--- config.mk ---
export PLATFORM = sky130hd
export DESIGN_NAME = urv_csr_bank_flat
export DESIGN_NICKNAME = d
export VERILOG_FILES = /design/src/rtl/urv_csr_bank_if.sv /design/src/rtl/urv_csr_bank.sv /design/src/flat_wrapper.sv
export SDC_FILE = /design/constraint.sdc
export NUM_CORES = 1
export LEC_CHECK = 0
export CORE_AREA = 2 2 151 153
export DETAILED_ROUTE_END_ITERATION = 12
export DIE_AREA = 0 0 153 155
export PLACE_DENSITY = 0.67
export SLEW_MARGIN = 20
export SYNTH_ARGS = -nofsm -noshare
export SYNTH_HDL_FRONTEND = slang
export SYNTH_SLANG_ARGS = --single-unit
--- constraint.sdc ---
create_clock -name clk_i -period 3.2 [get_ports clk_i]
set_input_delay 0.64 -clock clk_i [delete_from_list [all_inputs] [get_ports clk_i]]
set_output_delay 0.64 -clock clk_i [all_outputs]
set_load 0.005 [all_outputs]
--- src/rtl/urv_csr_bank_if.sv ---
// Debug mailbox handshake bundle between the CSR bank (slave) and the host (master).
interface urv_csr_bank_if;
    logic [31:0] dbg_mbx_data_i;
    logic        dbg_mbx_valid_i;
    logic        dbg_mbx_ready_o;
    logic [31:0] dbg_mbx_data_o;
    logic        dbg_mbx_valid_o;
    logic        dbg_mbx_ack_i;

    modport slave (
        input  dbg_mbx_data_i, dbg_mbx_valid_i, dbg_mbx_ack_i,
        output dbg_mbx_ready_o, dbg_mbx_data_o, dbg_mbx_valid_o
    );

    modport master (
        output dbg_mbx_data_i, dbg_mbx_valid_i, dbg_mbx_ack_i,
        input  dbg_mbx_ready_o, dbg_mbx_data_o, dbg_mbx_valid_o
    );
endinterface

--- src/rtl/urv_csr_bank.sv ---
// uRV CSR bank: scratch regs, cycle/instret counters, optional debug mailbox.
// Define URV_CSR_INSTRET_EN to build the instret counter.
`ifndef CSR_ID_MSCRATCH
`define CSR_ID_MSCRATCH    12'h340
`endif
`ifndef CSR_ID_MSTATUS
`define CSR_ID_MSTATUS     12'h300
`endif
`ifndef CSR_ID_MIE
`define CSR_ID_MIE         12'h304
`endif
`ifndef CSR_ID_MEPC
`define CSR_ID_MEPC        12'h341
`endif
`ifndef CSR_ID_MCAUSE
`define CSR_ID_MCAUSE      12'h342
`endif
`ifndef CSR_ID_MIP
`define CSR_ID_MIP         12'h344
`endif
`ifndef CSR_ID_CYCLESL
`define CSR_ID_CYCLESL     12'hC00
`endif
`ifndef CSR_ID_CYCLESH
`define CSR_ID_CYCLESH     12'hC80
`endif
`ifndef CSR_ID_INSTRETL
`define CSR_ID_INSTRETL    12'hC02
`endif
`ifndef CSR_ID_INSTRETH
`define CSR_ID_INSTRETH    12'hC82
`endif
`ifndef CSR_ID_DBGMBX
`define CSR_ID_DBGMBX      12'h7D0
`endif
`ifndef CSR_ID_DBGMBX_STAT
`define CSR_ID_DBGMBX_STAT 12'h7D1
`endif

module urv_csr_bank #(
    parameter int g_num_scratch   = 1,
    parameter int g_counter_width = 40,
    parameter int g_with_hw_debug = 0
) (
    input  logic                       clk_i,
    input  logic                       rst_i,
    input  logic                       x_stall_i,
    input  logic                       x_kill_i,
    input  logic                       x_retire_i,
    input  logic                       d_is_csr_i,
    input  logic [2:0]                 d_fun_i,
    input  logic [4:0]                 d_csr_imm_i,
    input  logic [11:0]                d_csr_sel_i,
    input  logic [31:0]                d_rs1_i,
    output logic [31:0]                x_rd_o,
    output logic [31:0]                x_csr_write_value_o,
    input  logic [31:0]                csr_mstatus_i,
    input  logic [31:0]                csr_mip_i,
    input  logic [31:0]                csr_mie_i,
    input  logic [31:0]                csr_mepc_i,
    input  logic [31:0]                csr_mcause_i,
    output logic [g_counter_width-1:0] csr_cycles_o,
    urv_csr_bank_if.slave              mbx
);
    localparam int W = g_counter_width;

    logic        commit;
    logic [31:0] op2;
    logic [31:0] wval;
    logic [31:0] rd;
    logic [31:0] instret_l;
    logic [31:0] instret_h;
    logic [31:0] mbx_rd;
    logic [31:0] mbx_stat;

    logic [31:0]  scratch_q [g_num_scratch];
    logic [W-1:0] cycles_q, cycles_d;

    function automatic logic [11:0] scr_addr(input int k);
        return (k == 0) ? `CSR_ID_MSCRATCH : 12'h7C0 + 12'(k - 1);
    endfunction

    assign commit = d_is_csr_i & ~x_stall_i & ~x_kill_i;
    assign op2    = d_fun_i[2] ? {27'b0, d_csr_imm_i} : d_rs1_i;

    always_comb begin
        wval = op2;
        unique case (d_fun_i[1:0])
            2'b10:   wval = rd | op2;
            2'b11:   wval = rd & ~op2;
            default: wval = op2;
        endcase
    end

    always_comb begin
        rd = '0;
        case (d_csr_sel_i)
            `CSR_ID_MSTATUS:     rd = csr_mstatus_i;
            `CSR_ID_MIE:         rd = csr_mie_i;
            `CSR_ID_MIP:         rd = csr_mip_i;
            `CSR_ID_MEPC:        rd = csr_mepc_i;
            `CSR_ID_MCAUSE:      rd = csr_mcause_i;
            `CSR_ID_CYCLESL:     rd = cycles_q[31:0];
            `CSR_ID_CYCLESH:     rd = 32'(cycles_q[W-1:32]);
            `CSR_ID_INSTRETL:    rd = instret_l;
            `CSR_ID_INSTRETH:    rd = instret_h;
            `CSR_ID_DBGMBX:      rd = mbx_rd;
            `CSR_ID_DBGMBX_STAT: rd = mbx_stat;
            default:             rd = '0;
        endcase
        for (int k = 0; k < g_num_scratch; k++)
            if (d_csr_sel_i == scr_addr(k))
                rd = scratch_q[k];
    end

    assign x_rd_o              = rd;
    assign x_csr_write_value_o = wval;
    assign csr_cycles_o        = cycles_q;

    always_ff @(posedge clk_i or posedge rst_i) begin
        if (rst_i) begin
            for (int k = 0; k < g_num_scratch; k++)
                scratch_q[k] <= '0;
        end else begin
            for (int k = 0; k < g_num_scratch; k++)
                if (commit && d_csr_sel_i == scr_addr(k))
                    scratch_q[k] <= wval;
        end
    end

    // A write to either half replaces it and skips that cycle's tick.
    always_comb begin
        cycles_d = cycles_q + W'(1);
        if (commit && d_csr_sel_i == `CSR_ID_CYCLESL)
            cycles_d = {cycles_q[W-1:32], wval};
        else if (commit && d_csr_sel_i == `CSR_ID_CYCLESH)
            cycles_d = {wval[W-33:0], cycles_q[31:0]};
    end

    always_ff @(posedge clk_i or posedge rst_i) begin
        if (rst_i) cycles_q <= '0;
        else       cycles_q <= cycles_d;
    end

`ifdef URV_CSR_INSTRET_EN
    logic [W-1:0] instret_q, instret_d;

    always_comb begin
        instret_d = instret_q + (x_retire_i ? W'(1) : W'(0));
        if (commit && d_csr_sel_i == `CSR_ID_INSTRETL)
            instret_d = {instret_q[W-1:32], wval};
        else if (commit && d_csr_sel_i == `CSR_ID_INSTRETH)
            instret_d = {wval[W-33:0], instret_q[31:0]};
    end

    always_ff @(posedge clk_i or posedge rst_i) begin
        if (rst_i) instret_q <= '0;
        else       instret_q <= instret_d;
    end

    assign instret_l = instret_q[31:0];
    assign instret_h = 32'(instret_q[W-1:32]);
`else
    logic unused_retire;
    assign unused_retire = x_retire_i;
    assign instret_l     = '0;
    assign instret_h     = '0;
`endif

    if (g_with_hw_debug != 0) begin : g_mbx
        logic [31:0] fifo0_q, fifo0_d, fifo1_q, fifo1_d;
        logic [1:0]  cnt_q, cnt_d;
        logic [31:0] out_data_q, out_data_d;
        logic        out_valid_q, out_valid_d;
        logic        acc, push, pop;

        assign acc  = commit && d_csr_sel_i == `CSR_ID_DBGMBX;
        assign push = mbx.dbg_mbx_valid_i && cnt_q != 2'd2;
        assign pop  = acc && cnt_q != 2'd0;

        // Shift FIFO: entry 0 is always the head.
        always_comb begin
            fifo0_d = fifo0_q;
            fifo1_d = fifo1_q;
            cnt_d   = cnt_q;
            unique case ({push, pop})
                2'b10: begin
                    if (cnt_q == 2'd0) fifo0_d = mbx.dbg_mbx_data_i;
                    else               fifo1_d = mbx.dbg_mbx_data_i;
                    cnt_d = cnt_q + 2'd1;
                end
                2'b01: begin
                    fifo0_d = fifo1_q;
                    cnt_d   = cnt_q - 2'd1;
                end
                2'b11:   fifo0_d = mbx.dbg_mbx_data_i;
                default: ;
            endcase
        end

        always_comb begin
            out_data_d  = out_data_q;
            out_valid_d = out_valid_q;
            if (acc && d_fun_i[1:0] == 2'b01) begin
                out_data_d  = wval;
                out_valid_d = 1'b1;
            end else if (mbx.dbg_mbx_ack_i) begin
                out_valid_d = 1'b0;
            end
        end

        always_ff @(posedge clk_i or posedge rst_i) begin
            if (rst_i) begin
                fifo0_q     <= '0;
                fifo1_q     <= '0;
                cnt_q       <= '0;
                out_data_q  <= '0;
                out_valid_q <= 1'b0;
            end else begin
                fifo0_q     <= fifo0_d;
                fifo1_q     <= fifo1_d;
                cnt_q       <= cnt_d;
                out_data_q  <= out_data_d;
                out_valid_q <= out_valid_d;
            end
        end

        assign mbx_rd   = (cnt_q != 2'd0) ? fifo0_q : '0;
        assign mbx_stat = {29'b0, out_valid_q, cnt_q == 2'd2, cnt_q != 2'd0};
        assign mbx.dbg_mbx_ready_o = cnt_q != 2'd2;
        assign mbx.dbg_mbx_data_o  = out_data_q;
        assign mbx.dbg_mbx_valid_o = out_valid_q;
    end else begin : g_no_mbx
        logic unused_mbx;
        assign unused_mbx = ^{mbx.dbg_mbx_data_i, mbx.dbg_mbx_valid_i,
                              mbx.dbg_mbx_ack_i};
        assign mbx_rd   = '0;
        assign mbx_stat = '0;
        assign mbx.dbg_mbx_ready_o = 1'b0;
        assign mbx.dbg_mbx_data_o  = '0;
        assign mbx.dbg_mbx_valid_o = 1'b0;
    end
endmodule

--- src/flat_wrapper.sv ---
// flat-port wrapper written by rule: the top's interface ports become plain ports
module urv_csr_bank_flat 
#(
    parameter int g_num_scratch   = 1,
    parameter int g_counter_width = 40,
    parameter int g_with_hw_debug = 0
)
  (clk_i, rst_i, x_stall_i, x_kill_i, x_retire_i, d_is_csr_i, d_fun_i, d_csr_imm_i, d_csr_sel_i, d_rs1_i, x_rd_o, x_csr_write_value_o, csr_mstatus_i, csr_mip_i, csr_mie_i, csr_mepc_i, csr_mcause_i, csr_cycles_o, mbx_dbg_mbx_data_i, mbx_dbg_mbx_valid_i, mbx_dbg_mbx_ack_i, mbx_dbg_mbx_ready_o, mbx_dbg_mbx_data_o, mbx_dbg_mbx_valid_o);
  urv_csr_bank_if mbx_i ();
  input  logic clk_i;
  input  logic rst_i;
  input  logic x_stall_i;
  input  logic x_kill_i;
  input  logic x_retire_i;
  input  logic d_is_csr_i;
  input  logic [2:0] d_fun_i;
  input  logic [4:0] d_csr_imm_i;
  input  logic [11:0] d_csr_sel_i;
  input  logic [31:0] d_rs1_i;
  output logic [31:0] x_rd_o;
  output logic [31:0] x_csr_write_value_o;
  input  logic [31:0] csr_mstatus_i;
  input  logic [31:0] csr_mip_i;
  input  logic [31:0] csr_mie_i;
  input  logic [31:0] csr_mepc_i;
  input  logic [31:0] csr_mcause_i;
  output logic [g_counter_width-1:0] csr_cycles_o;
  input wire logic [$bits(mbx_i.dbg_mbx_data_i)-1:0] mbx_dbg_mbx_data_i;
  input wire logic [$bits(mbx_i.dbg_mbx_valid_i)-1:0] mbx_dbg_mbx_valid_i;
  input wire logic [$bits(mbx_i.dbg_mbx_ack_i)-1:0] mbx_dbg_mbx_ack_i;
  output wire logic [$bits(mbx_i.dbg_mbx_ready_o)-1:0] mbx_dbg_mbx_ready_o;
  output wire logic [$bits(mbx_i.dbg_mbx_data_o)-1:0] mbx_dbg_mbx_data_o;
  output wire logic [$bits(mbx_i.dbg_mbx_valid_o)-1:0] mbx_dbg_mbx_valid_o;
  assign mbx_i.dbg_mbx_data_i = mbx_dbg_mbx_data_i;
  assign mbx_i.dbg_mbx_valid_i = mbx_dbg_mbx_valid_i;
  assign mbx_i.dbg_mbx_ack_i = mbx_dbg_mbx_ack_i;
  assign mbx_dbg_mbx_ready_o = mbx_i.dbg_mbx_ready_o;
  assign mbx_dbg_mbx_data_o = mbx_i.dbg_mbx_data_o;
  assign mbx_dbg_mbx_valid_o = mbx_i.dbg_mbx_valid_o;
  urv_csr_bank #(.g_num_scratch(g_num_scratch), .g_counter_width(g_counter_width), .g_with_hw_debug(g_with_hw_debug)) u_core (.clk_i(clk_i), .rst_i(rst_i), .x_stall_i(x_stall_i), .x_kill_i(x_kill_i), .x_retire_i(x_retire_i), .d_is_csr_i(d_is_csr_i), .d_fun_i(d_fun_i), .d_csr_imm_i(d_csr_imm_i), .d_csr_sel_i(d_csr_sel_i), .d_rs1_i(d_rs1_i), .x_rd_o(x_rd_o), .x_csr_write_value_o(x_csr_write_value_o), .csr_mstatus_i(csr_mstatus_i), .csr_mip_i(csr_mip_i), .csr_mie_i(csr_mie_i), .csr_mepc_i(csr_mepc_i), .csr_mcause_i(csr_mcause_i), .csr_cycles_o(csr_cycles_o), .mbx(mbx_i));
endmodule
## Word level (Yosys, flattened, before mapping)

Index checks and enable logic that the tools add are counted.

| cells by class | value |
|---|---|
| bitwise gates (word level) | 7 |
| reductions and logical operators | 3 |
| $add $sub $neg | 1 |
| equal/unequal tests | 11 |
| muxes and demuxes | 6 |

Operators by type and width:

| cell | count |
|---|---|
| $pmux W32 S7 | 1 |
| $mux W32 | 3 |
| $eq A12 B10 Y1 const B | 6 |
| $pmux W32 S2 | 1 |
| $add A40 B1 Y40 const B | 1 |
| $mux W40 | 1 |
| $and A32 B32 Y32 | 1 |
| $not A32 Y32 | 1 |
| $or A32 B32 Y32 | 1 |
| $eq A12 B12 Y1 const B | 2 |
| $eq A2 B2 Y1 const B | 2 |
| $logic_and A1 B1 Y1 | 3 |
| $and A1 B1 Y1 | 2 |
| $ne A2 B1 Y1 const B | 1 |
| $not A1 Y1 | 2 |

| word-level totals | value |
|---|---|
| logic and storage cells | 31 |
| register bits | 72 |
| bits of input ports | 252 |
| output and inout port bits | 138 |

## Longest topological paths before layout

Gate-level depths: netlist of run 1.

| depth | value |
|---|---|
| depth in word-level cells | 7 |
| gate-level depth with buffers | 9 |
| gate-level depth less buffers | 7 |

## Worst setup path after synthesis of run 1

No wires, ideal clock.

| timing path | value |
|---|---|
| kind | input -> output |
| start | input d_csr_sel_i[3] |
| end | output x_csr_write_value_o[17] |
| arrival time | 2.244 ns |
| path buffers | 3 |
| required time | 2.560 ns |
| stages | 9 |
| slack | 0.316 ns |
| path through | buf_2 or4b_1 buf_2 buf_2 nor2_1 a21oi_1 o221ai_1 a31oi_1 inv_1 |

| on the way | value |
|---|---|
| longest elaborated chain between the ends | 5 |
| elaborated cells on any way between the ends | 13 |
| classes of those cells | eq/ne: 8; mux: 3; bitwise: 2 |

Ends and longest elaborated chain:

| element | RTL line | source |
|---|---|---|
| from (decl) | flat_wrapper.sv:18 | `input logic [11:0] d_csr_sel_i;` |
| $eq A12 B12 Y1 or $eq A12 B10 Y1 (tied branches) | urv_csr_bank.sv:97 | `case (d_csr_sel_i)` |
| $pmux W32 S7 | urv_csr_bank.sv:97 |  |
| $mux W32 * | urv_csr_bank.sv:112 | `if (d_csr_sel_i == scr_addr(k))` |
| net x_rd_o[17] | flat_wrapper.sv:20 | `output logic [31:0] x_rd_o;` |
| $and A32 B32 Y32 or $or A32 B32 Y32 (tied branches) | urv_csr_bank.sv:90, urv_csr_bank.sv:89 |  |
| $pmux W32 S2 * | urv_csr_bank.sv:88 | `unique case (d_fun_i[1:0])` |
| to (decl) | flat_wrapper.sv:21 | `output logic [31:0] x_csr_write_value_o;` |

The timed path passes the listed nets; every way through them passes the cells marked *.

## Worst setup path in the final report of run 1

| timing path | value |
|---|---|
| start | input d_csr_sel_i[0] |
| end | output x_csr_write_value_o[14] |

| on the way | value |
|---|---|
| longest elaborated chain between the ends | 5 |
| elaborated cells on any way between the ends | 13 |
| classes of those cells | eq/ne: 8; mux: 3; bitwise: 2 |

Ends and longest elaborated chain:

| element | RTL line |
|---|---|
| $eq A12 B12 Y1 or $eq A12 B10 Y1 (tied branches) | urv_csr_bank.sv:97 |
| $pmux W32 S7 | urv_csr_bank.sv:97 |
| $mux W32 * | urv_csr_bank.sv:112 |
| $and A32 B32 Y32 or $or A32 B32 Y32 (tied branches) | urv_csr_bank.sv:90, urv_csr_bank.sv:89 |
| $pmux W32 S2 * | urv_csr_bank.sv:88 |

Mark *: on every way between the ends. The rest lies on a longest branch, timed or not.

==> results of run 1 <==
-- layout make-up --
| type | count | area [sq um] | area share (%) |
|---|---|---|---|
| timing repair buffer | 618 | 5760 | 42.8 |
| multi-input combinational | 681 | 5100 | 37.9 |
| clock buffer | 11 | 243 | 1.80 |
| tap | 285 | 357 | 2.65 |
| antenna | 1 | 2.50 | 0.0186 |
| inverter | 27 | 101 | 0.752 |
| clock inverter | 5 | 104 | 0.771 |
| sequential | 72 | 1800 | 13.4 |
-- layout by cell type, fill, tap and decap left out, types with 8 or more instances in the layout --
| master | netlist | final |
|---|---|---|
| o21ai_0 | 37 | 33 |
| nand2_2 | 1 | 11 |
| clkbuf_16 | 0 | 9 |
| o22ai_1 | 14 | 12 |
| a31oi_4 | 0 | 11 |
| nand4_1 | 20 | 20 |
| inv_1 | 27 | 23 |
| o22a_1 | 9 | 9 |
| nor2_1 | 73 | 71 |
| dlygate4sd2_1 | 0 | 13 |
| a31oi_1 | 26 | 11 |
| o21ai_2 | 4 | 10 |
| conb_1 | 1 | 34 |
| nor3_1 | 16 | 16 |
| clkbuf_2 | 0 | 8 |
| mux2_2 | 18 | 17 |
| nand2_1 | 94 | 81 |
| buf_4 | 38 | 234 |
| dfrtp_1 | 72 | 72 |
| buf_2 | 26 | 24 |
| a222oi_1 | 13 | 13 |
| mux2i_1 | 69 | 69 |
| buf_6 | 3 | 69 |
| nand3_1 | 21 | 20 |
| xnor2_1 | 10 | 10 |
| buf_12 | 0 | 18 |
| a22oi_1 | 19 | 12 |
| clkdlybuf4s50_1 | 0 | 242 |
| a21oi_1 | 43 | 37 |
-- registers in the layout, summed over array words and instances, names as in the netlist --
register             flops
u_core.scratch_q        32
u_core.csr_cycles_o     40
-- per-layer routing --
metal,wire length (microns),vias to the layer above
met5,0,-
met2,20400,635
met4,2350,0
li1,-,4236
met3,3670,115
met1,15500,4695
-- per-stage QoR --
stage | util [%] | cell area (sq um) | hold slack (ps) | cells
5_1_grt | 60.6 | 13500 | 510 | 1700
3_3_place_gp | 52.1 | 11600 | 470 | 1587
3_5_place_dp | 52.1 | 11600 | 473 | 1587
2_1_floorplan | - | 6860 | 446 | 867
6_report | 60.6 | 13500 | 499 | 1700
4_1_cts | 59.4 | 13200 | 488 | 1691
-- power by group through the flow --
stage	Sequential, mW	Combinational, mW	Clock [mW]
after detailed placement	1.05	0.958	0
after CTS	1.03	1.05	1.23
final	1.03	1.10	1.23
after global routing	1.04	1.15	1.28
after floorplan	1.03	0.336	0
after global placement	1.05	0.956	0
-- path summary, 6_finish.rpt --
kind	startpoint	to	slack, ps	cells after the start
max in group asynchronous	rst_i	u_core.csr_cycles_o[8]	2100	3
min in group asynchronous	rst_i	u_core.csr_cycles_o[21]	710	3
worst min register to register	u_core.scratch_q[4]	u_core.scratch_q[4]	500	2
worst min-delay path	u_core.scratch_q[4]	u_core.scratch_q[4]	500	2
worst max-delay path	d_csr_sel_i[0]	x_csr_write_value_o[14]	-140	12
worst max register to register	u_core.csr_cycles_o[13]	u_core.csr_cycles_o[30]	730	6
-- cells by family after synthesis --
| group | synth area share [%] |
|---|---|
| AND/OR/NAND/NOR | 23.5 |
| AO/OA/AOI/OAI | 24.9 |
| buffers and inverters | 9.28 |
| multiplexers | 13.3 |
| flip-flops | 26.7 |
| XOR/XNOR | 2.08 |
| adder cells (fa/ha/maj) | 0.186 |
| other | 0.0556 |
-- worst reg2reg max path, stage by stage (launching register included) --
cell,delay (ps)
dfrtp_1,580
nand4_1,310
nor2_1,490
nand3_1,330
o211ai_1,260
o41ai_1,110
a221o_1,270
-- what timing repair did --
item	CTS	global route
setup buffers	87	20
cloned	4	0
setup endpoints to repair	64	56
gates resized for setup	377	94
pin swaps	70	45
==> impl_metrics.tcl, run 1 <==
set metrics [dict create \
    status "complete, but fails checks" \
    failed_checks "setup timing" \
    cp_num_buf_inv 7 \
    crit_path_max_fanout 8 \
    min_period_over_period_pct 104 \
    synth_edf_count 0 \
    wire_per_inst_microns 24.6 \
    cts_tree "built" \
    power.share.clock_pct 36.6 \
    yosys.area.top_type "dfrtp_1" \
    crit_chain "buf_4 > or4b_4 > buf_12 > nor4_4 > buf_4 > buf_6 > a222oi_1 > o21ai_1 > buf_4 > a31oi_4 > inv_1 > buf_2" \
    grt_pass1_vias 9876 \
    nFillCells 1946 \
    io_pins 390 \
    yosysWarnings 0 \
    min_period_ps 3340 \
    grt_pass1_wl_mm 60.8 \
    final.setup_skew_ps 8.10 \
    startpoint_type "input pin" \
    maxCapViolations 0 \
    grt_util_met3_pct 6.74 \
    grt_antenna_before_repair 1 \
    grt_max_degree 73 \
    grt_setup_unrepaired "yes" \
    crit_required_ps 2560 \
    powerDensity_nw_per_um2 250 \
    final_max_slew_viol_count 0 \
    cts_max_path_buffers 2 \
    yosys.area.top_type_share_pct 26.7 \
    hpwl_mm 31.3 \
    dp_slack_ps -986 \
    crit_path_max_incr_delay_ps 540 \
    worstSetupPathType "input pin to output port" \
    cpMaxStageDelayCell "or4b_4" \
    htree_levels 3 \
    cp_common_cell "buf_4" \
    p_switching_mw 1.00 \
    drive_gt1_share_pct 36.2 \
    fin_tns_setup_ps -1050 \
    slew_headroom_pct 62.1 \
    hp-class "flop to flop" \
    worstSkewPairLatency_ps 350 \
    use_met1_pct 39.8 \
    netSwitchingFraction_pct 29.9 \
    die_y_microns 155 \
    routed_via_density 5.69 \
    p_leak_nw 6.08 \
    clkTransAtPathRegs_ps 70 \
    cts.hold.buffers_added 0 \
    area_delta_synth_final_pct 99.9 \
    first_pass_iters 6 \
    end_kind "output port" \
    die_area_sq_um 23700 \
    syn_avg_cell_area_sq_um 8.08 \
    synthTopCellsByCount "94 x nand2_1, 73 x nor2_1, 72 x dfrtp_1" \
    cts.sinks 72 \
    fmax_mhz 300 \
    die_w_microns 153 \
    ys_seq_elements 72 \
    gp_congestion 0.952 \
    combPwrFrac_pct 32.6 \
    synthTopCellsByArea "dfrtp_1 27%, mux2i_1 10%, nand2_1 5.2%" \
    met2_usage_pct 59.3 \
    synth.most_common_cell "nand2_1" \
    hold_violations 0 \
    synth_flop_cell "dfrtp_1" \
    grt.busiest_layer "met2" \
    row_count 55 \
    synth-async-reset-ratio_pct 100 \
    drt_iter0_markers 756 \
    grt.total_usage_pct 34.0 \
    drt-total-wl_mm 41.9 \
    power_frac_seq_pct 30.8 \
    worst_ep_arrival_time_ps 2700 \
    syn-cell-area_sq_um 6740 \
    start_util_pct 30.3 \
    synth_cell_types 82 \
    nNetsFinal 1662 \
    peakVddDrop_mv 0.272 \
    ctsRootBufferMaster "clkbuf_16" \
    vias 9681 \
    setup_viol 18 \
    route.detailed.drc 0 \
    max_slew.worst_pin.slew_ps 566 \
    synth.yosys.seq_area_share_pct 26.7 \
    crit_family "buffers and inverters" \
    synthCells 834 \
    cts_made_buffers 9 \
    p_int_mw 2.36 \
    gr-total-overflow 0 \
    postRouteAntennaNets 0 \
    power.total_mw 3.36 \
    core_area_sq_um 22200 \
    port_buffers 320 \
    setup_ws_ps -138 \
]
Power figures use the tool's default switching activity.
==> run 2: changes to the inputs <==
- ABC_AREA: default -> 1
- PLACE_DENSITY: 0.67 -> 0.71
==> run 2 against run 1 <==
  * The run now ends clean
  * Register-to-register slack gained 120 ps
  * Wire length shrank 3.7%
  * First-iteration DRC count shrank 0.53%
  * Combinational power shrank 22%
  * Non-clock buffer count shrank 108
  * Clock power shrank 7%
  * Power shrank 10%
  * Critical endpoint is now x_rd_o[11]
  * Largest cell class is now multi-input combinational cells
==> impl_metrics.tcl, run 2 <==
set metrics [dict create \
    hp-class "flop to flop" \
    multi_input_area_sq_um 5070 \
    area_delta_synth_final_pct 72.8 \
    largest_reg_flops 40 \
    cts_tree "built" \
    cts.hold.buffers_added 0 \
    crit_path_max_incr_delay_ps 250 \
    synth.yosys.seq_area_share_pct 24.0 \
    start_util_pct 33.8 \
    grt_pass1_vias 10500 \
    syn_avg_cell_area_sq_um 5.87 \
    worst_ep_arrival_time_ps 2530 \
    synthTopCellsByCount "429 x nand2_1, 177 x nand3_1, 144 x nor2_1" \
    synth_cell_types 42 \
    die_w_microns 153 \
    mostFrequentLayoutCells "413 x nand2_1, 244 x clkdlybuf4s50_1, 170 x nand3_1" \
    worstSkewPairLatency_ps 350 \
    maxCapViolations 0 \
    max_slew.worst_pin.slew_ps 680 \
    startpoint_type "input pin" \
    grt_max_degree 45 \
    status "finished, final reports clean" \
    drt_iter0_markers 752 \
    synth_compound_area_share_pct 6.01 \
    cts.sinks 72 \
    worstSetupPathType "input pin to output port" \
    p_int_mw 2.14 \
    combPwrFrac_pct 28.3 \
    ys_seq_elements 72 \
    vias 10500 \
    min_period_over_period_pct 99.1 \
    synth_edf_count 0 \
    crit_required_ps 2560 \
    yosys.area.top_type "dfrtp_1" \
    yosysWarnings 0 \
    crit_path_start "d_csr_sel_i[9]" \
    row_count 55 \
    postRouteAntennaNets 0 \
    min_period_ps 3170 \
    synth-async-reset-ratio_pct 100 \
    end_kind "output port" \
    ctsRootBufferMaster "clkbuf_16" \
    synth.most_common_cell "nand2_1" \
    synth_fa_ha_area_share_pct 0.166 \
    power_frac_seq_pct 33.7 \
    final.setup_skew_ps 7.21 \
    fin_tns_setup_ps 0 \
    cts_made_buffers 9 \
    nFillCells 2173 \
    cpMaxStageDelayCell "dlygate4sd2_1" \
    grt_antenna_before_repair 1 \
    whs_path_depth 2 \
    reg2reg_depth 9 \
    yosys.area.top_type_share_pct 24.0 \
    route.detailed.drc 0 \
    synth_flop_cell "dfrtp_1" \
    hold_end "u_core.scratch_q[14]" \
    fmax_mhz 315 \
    gp_congestion 0.968 \
    clkTransAtPathRegs_ps 60 \
    die_y_microns 155 \
    routed_via_density 5.14 \
    grt.total_usage_pct 33.4 \
    r2r-start "u_core.csr_cycles_o[8]" \
    peakVddDrop_mv 0.221 \
    crit_chain "dlygate4sd2_1 > nand2_1 > inv_2 > nand2_4 > buf_12 > nor2_4 > nand2_2 > clkinv_4 > buf_12 > clkbuf_16 > nand2_1 > nand3_2 > nand3b_1 > buf_4 > dlygate4sd2_1" \
    power.share.clock_pct 38.0 \
    htree_levels 3 \
    netSwitchingFraction_pct 29.0 \
    gr-total-overflow 0 \
    port_buffers 320 \
    stdcell_count 2039 \
    synth_top_family_by_area "simple AND/OR/NAND/NOR gates" \
    p_leak_nw 6.58 \
    r2r-end "u_core.csr_cycles_o[38]" \
    synthTopCellsByArea "dfrtp_1 24%, nand2_1 21%, nand3_1 12%" \
    mostFrequentLayoutCell "nand2_1" \
    worstHoldStart "u_core.scratch_q[14]" \
    synthCells 1282 \
    final_max_slew_viol_count 0 \
    syn-cell-area_sq_um 7520 \
    grt_pass1_wl_mm 60.8 \
    drive_gt1_share_pct 20.7 \
    slew_headroom_pct 54.6 \
    synth-xor-area-share_pct 0.815 \
    first_pass_iters 5 \
    power.total_mw 3.02 \
    hpwl_mm 32.0 \
    hold_ws_ps 483 \
    powerDensity_nw_per_um2 232 \
    dp_cells 1986 \
    io_pins 390 \
    p_switching_mw 0.874 \
    synth-simple-area-share_pct 54.7 \
    nNetsFinal 2001 \
    cts_max_path_buffers 2 \
    synth_mux_area_share_pct 0.133 \
    core_area_sq_um 22200 \
    seq_area_sq_um 1800 \
    hold_violations 0 \
    crit_path_max_fanout 6 \
    drt-total-wl_mm 40.3 \
    setup_viol 0 \
    grt_setup_unrepaired "yes" \
    r2r_slack_ps 850 \
    die_area_sq_um 23700 \
    wire_per_inst_microns 19.8 \
]
run 2: power groups by stage:
| stage | combinational [mW] | sequential [mW] | clock (mW) |
|---|---|---|---|
| 6_report | 0.854 | 1.02 | 1.15 |
| 2_1_floorplan | 0.296 | 1.01 | 0 |
| 3_3_place_gp | 0.825 | 1.03 | 0 |
| 3_5_place_dp | 0.831 | 1.03 | 0 |
| 4_1_cts | 0.850 | 1.01 | 1.16 |
| 5_1_grt | 0.925 | 1.02 | 1.20 |
run 2: logic make-up after synthesis:
group / after synthesis
DFF: 72
xor gates and xnor gates: 7
AOI/OAI and AO/OA: 85
muxes: 1
and+or+nand+nor: 896
other: 1
adders and majority gates: 1
buffers and inverters: 219
run 2: critical path, delay by kind of cell:
family	cells	cell delay, ps
simple gates	7	700
buf+inv	8	1180
run 2: per-layer routing:
metal | vias to the layer above | routed length [microns] | global-route usage, %
li1 | 4984 | - | -
met3 | 107 | 3240 | 7.30
met1 | 4854 | 15500 | 39.2
met2 | 536 | 19700 | 59.0
met4 | 0 | 1960 | 14.0
met5 | - | 0 | 0
run 2: through the flow:
step / utilization [%] / cell area (sq um) / setup slack (ps)
finish: 58.5 / 13000 / 28.7
global route: 58.5 / 13000 / -16.0
CTS: 58.1 / 12900 / -93.9
detailed placement: 53.9 / 12000 / -456
global placement: 53.9 / 12000 / -429
floorplan: - / 7640 / 735
run 2: how the worst max path moves through the flow:
stage | end | slack, ps | depth (start not counted)
detailed placement | x_csr_write_value_o[12] | -460 | 13
global placement | x_csr_write_value_o[4] | -430 | 13
global route | x_csr_write_value_o[16] | -20 | 15
floorplan | u_core.csr_cycles_o[0] | 740 | 1
finish | x_rd_o[11] | 30 | 15
CTS | x_csr_write_value_o[18] | -90 | 16
run 2: final cells by class:
class	instances	area share, %
Multi-Input combinational cell	1024	39.0
Inverter	131	3.87
Antenna cell	1	0.0193
Tap cell	285	2.74
Clock buffer	12	1.97
Clock inverter	4	0.587
Timing Repair Buffer	510	37.9
Sequential cell	72	13.9
run 2: timing repair:
| item | in CTS | in global routing |
|---|---|---|
| buffers inserted | 26 | 7 |
| hold endpoints to repair | 0 | 0 |
| pin swaps | 25 | 26 |
| gates cloned | 7 | 1 |
| setup endpoints to repair | 64 | 36 |
| gates resized for setup | 161 | 62 |
==> run 3: changes to the inputs <==
- CORE_AREA: 2 2 151 153 -> 4 4 149 151
- GPL_ROUTABILITY_DRIVEN: default -> 0
- PLACE_DENSITY: 0.71 -> 0.74
- clock period: 3.2 -> 3 ns (I/O delays scaled with it)
==> run 3 against run 2 <==
  * Flip-flop and latch count stayed put
  * Highest routed layer is now met5
  * Largest cell class unchanged
  * Critical path depth is 1 higher
  * Cell area is 0.56% higher
  * Core utilization is 4.3 points higher
  * Worst setup slack better by 24 ps
  * Global-route usage is 0.49 points lower
  * Largest power group unchanged
  * Die area stayed put
==> impl_metrics.tcl, run 3 (synthesis results as in run 2) <==
set metrics [dict create \
    core_area_sq_um 20800 \
    stdcell_count 2042 \
    clkTransAtPathRegs_ps 60 \
    first_pass_iters 6 \
    start_util_pct 36.1 \
    mostFrequentLayoutCell "nand2_1" \
    port_buffers 320 \
    drt-total-wl_mm 41.0 \
    end_kind "output port" \
    setup_viol 0 \
    drive_gt1_share_pct 22.9 \
    area_delta_synth_final_pct 73.8 \
    grt_max_degree 35 \
    final.setup_skew_ps 5.97 \
    dp_cells 1969 \
    min_period_over_period_pct 98.2 \
    nNetsFinal 2014 \
    p_leak_nw 6.66 \
    worst_ep_arrival_time_ps 2350 \
    worstSkewPairLatency_ps 350 \
    die_w_microns 153 \
    grt.total_usage_pct 32.9 \
    route.detailed.drc 0 \
    hp-class "flop to flop" \
    vias 11000 \
    post-route-util_pct 62.8 \
    cts_max_path_buffers 2 \
    powerDensity_nw_per_um2 245 \
    hold_ws_ps 478 \
    grt_setup_unrepaired "yes" \
    postRouteAntennaNets 0 \
    grt_pass1_wl_mm 61.0 \
    grt_pass1_vias 11000 \
    mostFrequentLayoutCells "413 x nand2_1, 245 x clkdlybuf4s50_1, 163 x nand3_1" \
    peakVddDrop_mv 0.274 \
    die_area_sq_um 23700 \
    die_y_microns 155 \
    largest_reg_flops 40 \
    drt_iter0_markers 1248 \
    min_period_ps 2950 \
    multi_input_area_sq_um 5120 \
    hpwl_mm 31.2 \
    gr-total-overflow 0 \
    maxCapViolations 0 \
    hold_violations 0 \
    crit_required_ps 2400 \
    htree_levels 3 \
    routed_via_density 5.40 \
    status "finished, final reports clean" \
    nFillCells 1875 \
    row_count 53 \
    crit_path_max_fanout 5 \
    cts.sinks 72 \
    seq_area_sq_um 1800 \
    cts_tree "built" \
    final_max_slew_viol_count 0 \
    wire_per_inst_microns 20.1 \
    worstSetupPathType "input pin to output port" \
    startpoint_type "input pin" \
    grt_antenna_before_repair 2 \
    fmax_mhz 339 \
    slew_headroom_pct 62.4 \
    cts_made_buffers 9 \
    ctsRootBufferMaster "clkbuf_16" \
    max_slew.worst_pin.slew_ps 563 \
    io_pins 390 \
]
## run 3: cell count changes in the layout (fill, tap and decap cells not counted), sizes merged
cell           before  now
clkdlybuf4s15      10    9
inv               129  130
buf               199  232
clkinvlp            2    1
clkdlybuf4s50     244  245
dlygate4sd2        42   24
clkbuf             26   24
## run 3: through the flow
stage	TNS, ps	instance area, sq um	setup slack, ps	power [mW]
after floorplan	0	7640	575	1.39
after global placement	-28840	11900	-632	1.98
after detailed placement	-29580	11900	-649	1.99
after CTS	-113	13100	-39.6	3.20
after global routing	-14.0	13100	-14.0	3.31
final	0	13100	52.8	3.20
## run 3: power by group
part           switching (mW)  internal, mW
Clock                   0.438         0.776
Combinational           0.416         0.491
Sequential             0.0712          1.01
Total                   0.925          2.28
## run 3: worst max-delay path: stages
cell and delay (ps):
buf_8 100, nor2_4 170, nand2_4 110, buf_6 130
nor2_4 150, buf_12 140, buf_8 120, buf_16 120
nand3_4 70, nand3_4 70, nand3b_1 140, buf_4 120
buf_6 80, nand2_2 40, nand2_2 60, buf_2 110
## run 3: per-layer routing
layer / track usage (%) / part of all wire [%] / wire (microns) / up-vias
met5: 0 / 0.049 / 20 / -
met4: 18.1 / 5.9 / 2420 / 2
met3: 7.82 / 9.9 / 4080 / 153
met2: 56.5 / 48 / 19500 / 763
met1: 37.9 / 36 / 14900 / 5105
li1: - / - / - / 5009
## run 3: area by class of cell
| cell class | instances | area share (%) |
|---|---|---|
| tap | 275 | 2.63 |
| clock inverter | 4 | 0.584 |
| timing repair buffer | 523 | 38.0 |
| antenna | 1 | 0.0191 |
| inverter | 131 | 3.82 |
| sequential | 72 | 13.8 |
| multi-input combinational | 1024 | 39.2 |
| clock buffer | 12 | 1.96 |
## run 3: final timing paths
path | start | endpoint | slack (ps) | cells after the start
hold reg to reg | u_core.scratch_q[21] | u_core.scratch_q[21] | 480 | 2
setup / recovery | d_csr_sel_i[5] | x_csr_write_value_o[11] | 50 | 16
hold / removal | u_core.scratch_q[21] | u_core.scratch_q[21] | 480 | 2
max in group asynchronous | rst_i | u_core.csr_cycles_o[6] | 1730 | 3
setup reg to reg | u_core.csr_cycles_o[0] | u_core.csr_cycles_o[21] | 740 | 10
min in group asynchronous | rst_i | u_core.scratch_q[7] | 640 | 2
## run 3: what timing repair did
item,in CTS,in global routing
resized for setup,263,61
cloned,11,0
endpoints found under the setup margin,64,56
endpoints found under the hold margin,0,0
hold buffers,0,0
setup buffers,41,7
pin swaps,44,20
